`src/rtl/code2421_pkg.sv`:
```
// Shared constants for the 2421 (Aiken) decade stage and its display:
// legal code points, the error marker and the active-low segment font.
package code2421_pkg;

    localparam logic [3:0] code_0 = 4'b0000;
    localparam logic [3:0] code_1 = 4'b0001;
    localparam logic [3:0] code_2 = 4'b0010;
    localparam logic [3:0] code_3 = 4'b0011;
    localparam logic [3:0] code_4 = 4'b0100;
    localparam logic [3:0] code_5 = 4'b1011;
    localparam logic [3:0] code_6 = 4'b1100;
    localparam logic [3:0] code_7 = 4'b1101;
    localparam logic [3:0] code_8 = 4'b1110;
    localparam logic [3:0] code_9 = 4'b1111;

    localparam logic [3:0] err_marker = 4'hF;

    // Segment order {g,f,e,d,c,b,a}, a segment lights when its bit is 0.
    localparam logic [6:0] font_0     = 7'b1000000;
    localparam logic [6:0] font_1     = 7'b1111001;
    localparam logic [6:0] font_2     = 7'b0100100;
    localparam logic [6:0] font_3     = 7'b0110000;
    localparam logic [6:0] font_4     = 7'b0011001;
    localparam logic [6:0] font_5     = 7'b0010010;
    localparam logic [6:0] font_6     = 7'b0000010;
    localparam logic [6:0] font_7     = 7'b1111000;
    localparam logic [6:0] font_8     = 7'b0000000;
    localparam logic [6:0] font_9     = 7'b0010000;
    localparam logic [6:0] font_err   = 7'b0000110;
    localparam logic [6:0] font_blank = 7'b1111111;

    // Illegal codes 0101..1010 map to err_marker.
    function automatic logic [3:0] decode_2421(input logic [3:0] code);
        logic [3:0] bcd;
        case (code)
            code_0:  bcd = 4'd0;
            code_1:  bcd = 4'd1;
            code_2:  bcd = 4'd2;
            code_3:  bcd = 4'd3;
            code_4:  bcd = 4'd4;
            code_5:  bcd = 4'd5;
            code_6:  bcd = 4'd6;
            code_7:  bcd = 4'd7;
            code_8:  bcd = 4'd8;
            code_9:  bcd = 4'd9;
            default: bcd = err_marker;
        endcase
        return bcd;
    endfunction

    function automatic logic is_illegal_2421(input logic [3:0] code);
        return (code >= 4'b0101) && (code <= 4'b1010);
    endfunction

endpackage

```
`src/rtl/seg7_font.sv`:
```
// Combinational BCD-to-seven-segment font, active-low {g..a}.
// Shows "E" for the error marker and blanks any other non-digit value.
module seg7_font
    import code2421_pkg::*;
(
    input  logic [3:0] value,
    output logic [6:0] seg
);

    always_comb begin
        seg = font_blank;
        case (value)
            4'd0:       seg = font_0;
            4'd1:       seg = font_1;
            4'd2:       seg = font_2;
            4'd3:       seg = font_3;
            4'd4:       seg = font_4;
            4'd5:       seg = font_5;
            4'd6:       seg = font_6;
            4'd7:       seg = font_7;
            4'd8:       seg = font_8;
            4'd9:       seg = font_9;
            err_marker: seg = font_err;
            default:    seg = font_blank;
        endcase
    end

endmodule

```
`src/rtl/code2421_display.sv`:
```
// Decodes a 2421 units digit, counts carry pulses into a tens digit and
// drives a two-digit multiplexed active-low seven-segment display.
module code2421_display
    import code2421_pkg::*;
#(
    parameter int unsigned SCAN_DIV = 4,
    parameter int unsigned SCAN_W   = $clog2(SCAN_DIV) + 1
) (
    input  logic       clk,
    input  logic       reset,
    input  logic [3:0] digit_2421,
    input  logic       carry_in,
    input  logic       clr,
    output logic [3:0] bcd_units,
    output logic [3:0] bcd_tens,
    output logic [1:0] an,
    output logic [6:0] seg,
    output logic       code_err,
    output logic       tens_ovf
);

    logic [3:0]        unit_q;
    logic [3:0]        tens_q, tens_d;
    logic              carry_q;
    logic              code_err_q, code_err_d;
    logic              tens_ovf_q, tens_ovf_d;
    logic [SCAN_W-1:0] scan_cnt_q, scan_cnt_d;
    logic              sel_q, sel_d;
    logic              carry_rise;
    logic [3:0]        disp_val;

    assign carry_rise = carry_in & ~carry_q;

    always_comb begin
        tens_d     = tens_q;
        code_err_d = code_err_q;
        tens_ovf_d = tens_ovf_q;
        if (clr) begin
            // A carry edge coincident with clr is dropped; carry_q still
            // tracks carry_in so a held carry cannot fire afterwards.
            tens_d     = 4'd0;
            code_err_d = 1'b0;
            tens_ovf_d = 1'b0;
        end else begin
            if (is_illegal_2421(digit_2421)) begin
                code_err_d = 1'b1;
            end
            if (carry_rise) begin
                if (tens_q == 4'd9) begin
                    tens_d     = 4'd0;
                    tens_ovf_d = 1'b1;
                end else begin
                    tens_d = tens_q + 4'd1;
                end
            end
        end
    end

    always_comb begin
        scan_cnt_d = scan_cnt_q + SCAN_W'(1);
        sel_d      = sel_q;
        if (scan_cnt_q == SCAN_W'(SCAN_DIV - 1)) begin
            scan_cnt_d = '0;
            sel_d      = ~sel_q;
        end
    end

    always_ff @(posedge clk) begin
        if (reset) begin
            unit_q     <= code_0;
            tens_q     <= 4'd0;
            carry_q    <= 1'b0;
            code_err_q <= 1'b0;
            tens_ovf_q <= 1'b0;
            scan_cnt_q <= '0;
            sel_q      <= 1'b0;
        end else begin
            unit_q     <= digit_2421;
            tens_q     <= tens_d;
            carry_q    <= carry_in;
            code_err_q <= code_err_d;
            tens_ovf_q <= tens_ovf_d;
            scan_cnt_q <= scan_cnt_d;
            sel_q      <= sel_d;
        end
    end

    assign bcd_units = decode_2421(unit_q);
    assign bcd_tens  = tens_q;
    assign code_err  = code_err_q;
    assign tens_ovf  = tens_ovf_q;

    assign an       = sel_q ? 2'b01 : 2'b10;
    assign disp_val = sel_q ? tens_q : bcd_units;

    seg7_font u_font (
        .value (disp_val),
        .seg   (seg)
    );

endmodule
```
`config.mk`:
```
export PLATFORM = sky130hd
export DESIGN_NAME = code2421_display
export DESIGN_NICKNAME = d
export VERILOG_FILES = /design/src/rtl/code2421_pkg.sv /design/src/rtl/seg7_font.sv /design/src/rtl/code2421_display.sv
export SDC_FILE = /design/constraint.sdc
export NUM_CORES = 1
export LEC_CHECK = 0
export ABC_AREA = 1
export CAP_MARGIN = 20
export CELL_PAD_IN_SITES_DETAIL_PLACEMENT = 1
export CELL_PAD_IN_SITES_GLOBAL_PLACEMENT = 2
export CORE_MARGIN = 8
export CORE_UTILIZATION = 25
export CTS_BUF_LIST = sky130_fd_sc_hd__clkbuf_4 sky130_fd_sc_hd__clkbuf_8 sky130_fd_sc_hd__clkbuf_16
export DETAILED_ROUTE_END_ITERATION = 12
export PLACE_DENSITY_LB_ADDON = 0.1
export SLEW_MARGIN = 0
export SYNTH_ARGS = -nofsm -noshare
export SYNTH_HDL_FRONTEND = slang
export SYNTH_SLANG_ARGS = --single-unit
export TNS_END_PERCENT = 5
```
`constraint.sdc`:
```
create_clock -name clk -period 1.6 [get_ports clk]
set_input_delay 0.24 -clock clk [delete_from_list [all_inputs] [get_ports clk]]
set_output_delay 0.24 -clock clk [all_outputs]
set_load 0.01 [all_outputs]
```
* Yosys cells after proc, flatten, opt, wreduce, memory -nomap -nowiden
Memory sizes are Yosys's and may differ from the RTL's. A register that Yosys moved wholly into a read port is not among the register bits.
Cells that the tools add are included.
** Word-level totals
- Logic and storage cells :: 25
- ROM bits :: 176
- Memories :: 2
- Flip-flop bits (word level) :: 11
- Bits of input ports :: 8
** Cells by class
- Order comparisons :: 2
- Add/subtract/negate cells :: 2
- Eq/ne operators :: 2
- Mux-type cells :: 4
- Bitwise operators :: 3
- Reduce and logical (&&, ||, !) cells :: 4
** Memories
- (no name shown) :: depth 16, width 7, read ports 1, clocked after Yosys merged registers in 0, write ports 0, RTL line seg7_font.sv:12 : case (value)
- (no name shown) :: depth 16, width 4, read ports 1, clocked after Yosys merged registers in 1, write ports 0, RTL line code2421_pkg.sv:35 : case (code)
** Operator list (count)
- $mux W4 :: 3
- $add A4 B1 Y4 const B :: 1
- $eq A4 B4 Y1 const B :: 1
- $ge A4 B3 Y1 const B :: 1
- $le A4 B4 Y1 const B :: 1
- $reduce_or A2 Y1 :: 2
- $add A3 B1 Y3 const B :: 1
- $eq A3 B2 Y1 const B :: 1
- $mux W2 :: 1
- $not A1 Y1 :: 2
- $reduce_and A2 Y1 :: 1
- $and A1 B1 Y1 :: 1
- $logic_and A1 B1 Y1 :: 1

* Longest topological paths before layout
- Depth in word-level cells :: 3
- Mapped depth :: 10

* By module
Synthesis repeated with hierarchy kept, for this count alone.
** Second synthesis, totals
- Cell total of the unflattened synthesis :: 136
- Area total of the unflattened synthesis :: 912.1 um^2
** Modules (own cells, without submodules)
- code2421_display :: area each 695.7 um^2, times used 1, seq. area each 300.3 um^2, cells an instance 97
- seg7_font :: area each 216.5 um^2, times used 1, seq. area each 0.0 um^2, cells an instance 39

* Worst setup path after synthesis
Ideal clock, no wire load.
- Path kind :: flip-flop to output port
- Start point :: register sel_q
- End point :: output seg[0]
- Slack :: 0.082 ns
- Stages on the path, launching flop included :: 10
- Required time :: 1.360 ns
- Arrival time :: 1.278 ns
- Cell sequence :: dfxtp_1 > buf_6 > inv_8 > nand2_1 > nand2_1 > inv_1 > ha_1 > nand3b_1 > nand3_1 > nand2_1
** On the way
- Longest elaborated chain between the ends :: 2
** RTL lines
- from (decl) :: RTL line code2421_display.sv:28 : logic sel_q, sel_d;
- from (signal assigned) :: RTL line code2421_display.sv:84 : sel_q <= sel_d;
- $mux W4 :: RTL line code2421_display.sv:94 : assign disp_val = sel_q ? tens_q : bcd_units;
- $mem_v2 Z16 W7
- to (decl) :: RTL line code2421_display.sv:17 : output logic [6:0] seg,
Every way passes these cells.

* Final worst setup path
Same ends and word-level chain as after synthesis.

==> impl_results.html <==
<table>
<tr><th>Metric</th><th>Value</th></tr>
<tr><th colspan="2">Place</th></tr>
<tr><td>Quantity of I/O buffers inserted on ports</td><td>26</td></tr>
<tr><td>Detailed-placement wirelength estimate</td><td>2.42 mm</td></tr>
<tr><td>Instance area at placement</td><td>0.00147 mm^2</td></tr>
<tr><td>Weighted congestion at the end of routability-driven global placement</td><td>0.752</td></tr>
<tr><th colspan="2">Clock tree</th></tr>
<tr><td>Worst-case clock buffer depth</td><td>2</td></tr>
<tr><td>Clock H-tree levels</td><td>1</td></tr>
<tr><td>Number of CTS-inserted buffers</td><td>3</td></tr>
<tr><td>Clock tree from TritonCTS</td><td>yes</td></tr>
<tr><td>Worst-Skew Late Latency</td><td>250 ps</td></tr>
<tr><td>Root buf cell</td><td>clkbuf_8</td></tr>
<tr><td>Clock-pin transition on the worst setup and hold timing paths</td><td>70 ps</td></tr>
<tr><td>TritonCTS Sinks</td><td>15</td></tr>
<tr><td>Post-CTS Hold Fix Bufs</td><td>0</td></tr>
<tr><th colspan="2">Cells and area</th></tr>
<tr><td>Finished Cell Area</td><td>0.00164 mm^2</td></tr>
<tr><td>Post-layout utilization of the core</td><td>0.412</td></tr>
<tr><td>Fraction of layout instances using a drive strength above 1</td><td>0.328</td></tr>
<tr><td>Number of nets in the final layout</td><td>212</td></tr>
<tr><td>Number of antenna diodes</td><td>0</td></tr>
<tr><td>Filler Cells Inserted</td><td>495</td></tr>
<tr><td>Area growth from synthesis to final layout</td><td>61.0%</td></tr>
<tr><th colspan="2">Detailed routing</th></tr>
<tr><td>Via-per-instance ratio</td><td>4.41</td></tr>
<tr><td>Final routed wire length divided by cell count</td><td>11.9 um</td></tr>
<tr><td>Post-route DRC</td><td>0</td></tr>
<tr><td>DR pass1 iterations</td><td>2</td></tr>
<tr><td>Sum of met3 wire segment lengths after detailed routing</td><td>177 um</td></tr>
<tr><td>Met2 WL post-DR</td><td>about 1.5 mm</td></tr>
<tr><td>Total number of vias</td><td>1080</td></tr>
<tr><td>Post-route met1 wirelength</td><td>1.23 mm</td></tr>
<tr><td>Total Wirelength</td><td>2.91 mm</td></tr>
<tr><td>Violation count after the first detailed-routing iteration</td><td>8</td></tr>
<tr><td>Remaining antenna violation count after routing</td><td>0</td></tr>
<tr><td>Highest metal used</td><td>met4</td></tr>
<tr><th colspan="2">Die</th></tr>
<tr><td>Die area</td><td>~0.0064 mm^2</td></tr>
<tr><td>Area of the core</td><td>0.00397 mm^2</td></tr>
<tr><td>Boundary pin count</td><td>27</td></tr>
<tr><td>Width of the chip</td><td>79.8 um</td></tr>
<tr><td>Initial cell density of the core</td><td>0.256</td></tr>
<tr><td>Die boundary height</td><td>79.8 um</td></tr>
<tr><td>Number of standard-cell rows in the floorplan</td><td>23</td></tr>
<tr><th colspan="2">Timing</th></tr>
<tr><td>Worst-margin pin slew</td><td>358 ps</td></tr>
<tr><td>Worst-case setup margin in the final layout</td><td>-153 ps</td></tr>
<tr><td>Fin crit period</td><td>1750 ps</td></tr>
<tr><td>Maximum clock skew at final layout</td><td>9.01 ps</td></tr>
<tr><td>Max transition margin</td><td>0.760</td></tr>
<tr><td>Highest attainable clock frequency</td><td>between 0.5 and 0.6 GHz</td></tr>
<tr><td>Final Setup Violations</td><td>7</td></tr>
<tr><td>Final max-slew violation count</td><td>0</td></tr>
<tr><td>Setup repair after global routing missed its margin</td><td>true</td></tr>
<tr><td>Worst hold slack after final layout</td><td>423 ps</td></tr>
<tr><td>Ratio of final minimum period to clock period</td><td>1.10</td></tr>
<tr><td>Number of failing hold endpoints at the final stage</td><td>0</td></tr>
<tr><th colspan="2">Global route</th></tr>
<tr><td>Global route overflow</td><td>0</td></tr>
<tr><td>Number of antenna violations at the first check in global routing</td><td>0</td></tr>
<tr><td>Largest net degree at the start of global routing</td><td>10</td></tr>
<tr><td>Wire length of the first global-routing pass</td><td>5.07 mm</td></tr>
<tr><td>Total global routing track utilization</td><td>0.0968</td></tr>
<tr><td>Number of global-route vias before repair</td><td>approximately 1200</td></tr>
<tr><th colspan="2">Synthesis</th></tr>
<tr><td>Number of different library cells in the post-synthesis netlist</td><td>25</td></tr>
<tr><td>Register area share after synthesis</td><td>0.295</td></tr>
<tr><td>Syn Area/Cell</td><td>a little over 7 um^2</td></tr>
<tr><td>Number of nets produced by synthesis</td><td>160</td></tr>
<tr><td>Synth cell count leaders</td><td>36 x nand2_1, 22 x nand3_1, 20 x inv_1</td></tr>
<tr><td>Seq cells post-synth</td><td>15</td></tr>
<tr><td>Primary flip-flop cell chosen by synthesis mapping</td><td>dfxtp_1</td></tr>
<tr><td>Gate count after technology mapping</td><td>between 100 and 150</td></tr>
<tr><td>Top-count cell post-synth</td><td>nand2_1</td></tr>
<tr><td>Async SR Flop Fraction</td><td>0</td></tr>
<tr><td>Warning count from the yosys run</td><td>0</td></tr>
<tr><td>Leading area contributor after synthesis</td><td>dfxtp_1</td></tr>
<tr><td>Top cells by area, synth</td><td>dfxtp_1 30%, nand2_1 13%, nand3_1 11%</td></tr>
<tr><td>Post-synthesis cell area</td><td>0.00102 mm^2</td></tr>
<tr><td>Count of flip-flops with a built-in enable after synthesis</td><td>0</td></tr>
<tr><td>Area share of the leading cell type in the synthesized netlist</td><td>0.295</td></tr>
<tr><th colspan="2">Outcome</th></tr>
<tr><td>Failing checks</td><td>setup timing</td></tr>
<tr><td>Result of the run</td><td>complete, but fails checks</td></tr>
<tr><th colspan="2">Worst setup path</th></tr>
<tr><td>Setup Crit Path Kind</td><td>flip-flop to output pin</td></tr>
<tr><td>Maximum fanout along the worst path</td><td>6</td></tr>
<tr><td>Capturing element type of the critical path</td><td>output pin</td></tr>
<tr><td>Crit path launch type</td><td>flip-flop</td></tr>
<tr><td>CP Data Required Time</td><td>about 1400 ps</td></tr>
<tr><td>Arrival time of data at the critical path endpoint</td><td>1510 ps</td></tr>
<tr><th colspan="2">Pwr</th></tr>
<tr><td>Ratio of total power to cell area</td><td>741 mW/mm^2</td></tr>
<tr><td>Leakage power</td><td>0.751 nW</td></tr>
<tr><td>IR drop worst, VDD</td><td>503 uV</td></tr>
<tr><th colspan="2">Hold path</th></tr>
<tr><td>Class of the tightest hold or removal check</td><td>flip-flop to flip-flop</td></tr>
<tr><th colspan="2">Job</th></tr>
<tr><td>Number of maximum-capacitance constraint violations</td><td>0</td></tr>
</table>
## per-stage QoR
| stage | worst slack (ps) | power, W | TNS [ps] | std cells |
|---|---|---|---|---|
| 6_report | -153 | 0.00121 | -764 | 245 |
| 5_1_grt | -242 | 0.00131 | -1440 | 245 |
| 4_1_cts | -156 | 0.00120 | -871 | 245 |
| 3_5_place_dp | -559 | 0.000885 | -3500 | 238 |
| 3_3_place_gp | -485 | 0.000874 | -3080 | 238 |
| 2_1_floorplan | 81.6 | 0.000662 | 0 | 144 |
## where the power goes
part | internal (W) | switching, W | leakage [nW]
registers | 0.000396 | 0.0000170 | 0.125
clock network | 0.000173 | 0.000140 | 0.0255
logic | 0.000226 | 0.000261 | 0.601
## placed cells by master (no fill, tap or decap), drive strengths merged, types with 3 or more instances in the layout
cell	count
nand3b	3
dfxtp	15
ha	8
nand3	23
buf	30
clkbuf	3
clkdlybuf4s50	17
nand2	42
a21oi	5
nor2	12
inv	22
o21ai	7
## state kept, by name, indices dropped and copies added (netlist names)
name / count
bcd_tens: 4
bcd_units: 4
scan_cnt_q: 3
carry_q: 1
code_err: 1
sel_q: 1
tens_ovf: 1
## worst max-delay path: stages, from the launching register on
cell	delay, ps
dfxtp_4	420
inv_8	50
nand2_4	60
nand2_4	70
buf_6	130
ha_4	140
nand3b_1	140
nand3_1	70
nand2_1	50
buf_2	130
## cell type report
| type | count | area [um^2] | area share |
|---|---|---|---|
| clock inverters | 1 | 5.00 | 0.00306 |
| flip-flops and latches | 15 | 305 | 0.186 |
| inverters | 22 | 95.1 | 0.0581 |
| multi-input cells | 105 | 718 | 0.439 |
| clock buffers | 3 | 41.3 | 0.0252 |
| repair buffers | 49 | 410 | 0.251 |
| well taps | 50 | 62.6 | 0.0382 |
## logic make-up after synthesis
group,after synthesis,synth area share
adder cells (fa/ha/maj),8,0.0984
AND/OR/NAND/NOR,82,0.402
AO/OA/AOI/OAI,14,0.0886
buffers and inverters,24,0.107
XOR/XNOR,1,0.00861
flip-flops,15,0.295
## path summary, 6_finish.rpt
| kind | start | slack, ps | cells past startpoint | endpoint |
|---|---|---|---|---|
| worst max-delay path | sel_q | -150 | 9 | seg[0] |
| worst min-delay path | scan_cnt_q[0] | 420 | 1 | scan_cnt_q[0] |
| worst max register to register | scan_cnt_q[0] | 400 | 4 | scan_cnt_q[0] |
| worst min register to register | scan_cnt_q[0] | 420 | 1 | scan_cnt_q[0] |
## what timing repair did
item                                    4_1_cts  5_1_grt
pin swaps                                     8        6
endpoints found under the setup margin        9        7
resized for setup                            47       16
setup buffers                                 3        0
## routing by layer
metal	vias up	global-route usage
li1	556	-
met1	500	0.107
met2	20	0.173
met3	4	0.0304
met4	0	0.0273
met5	-	0
Note: power is estimated with default switching activity, not from simulation.
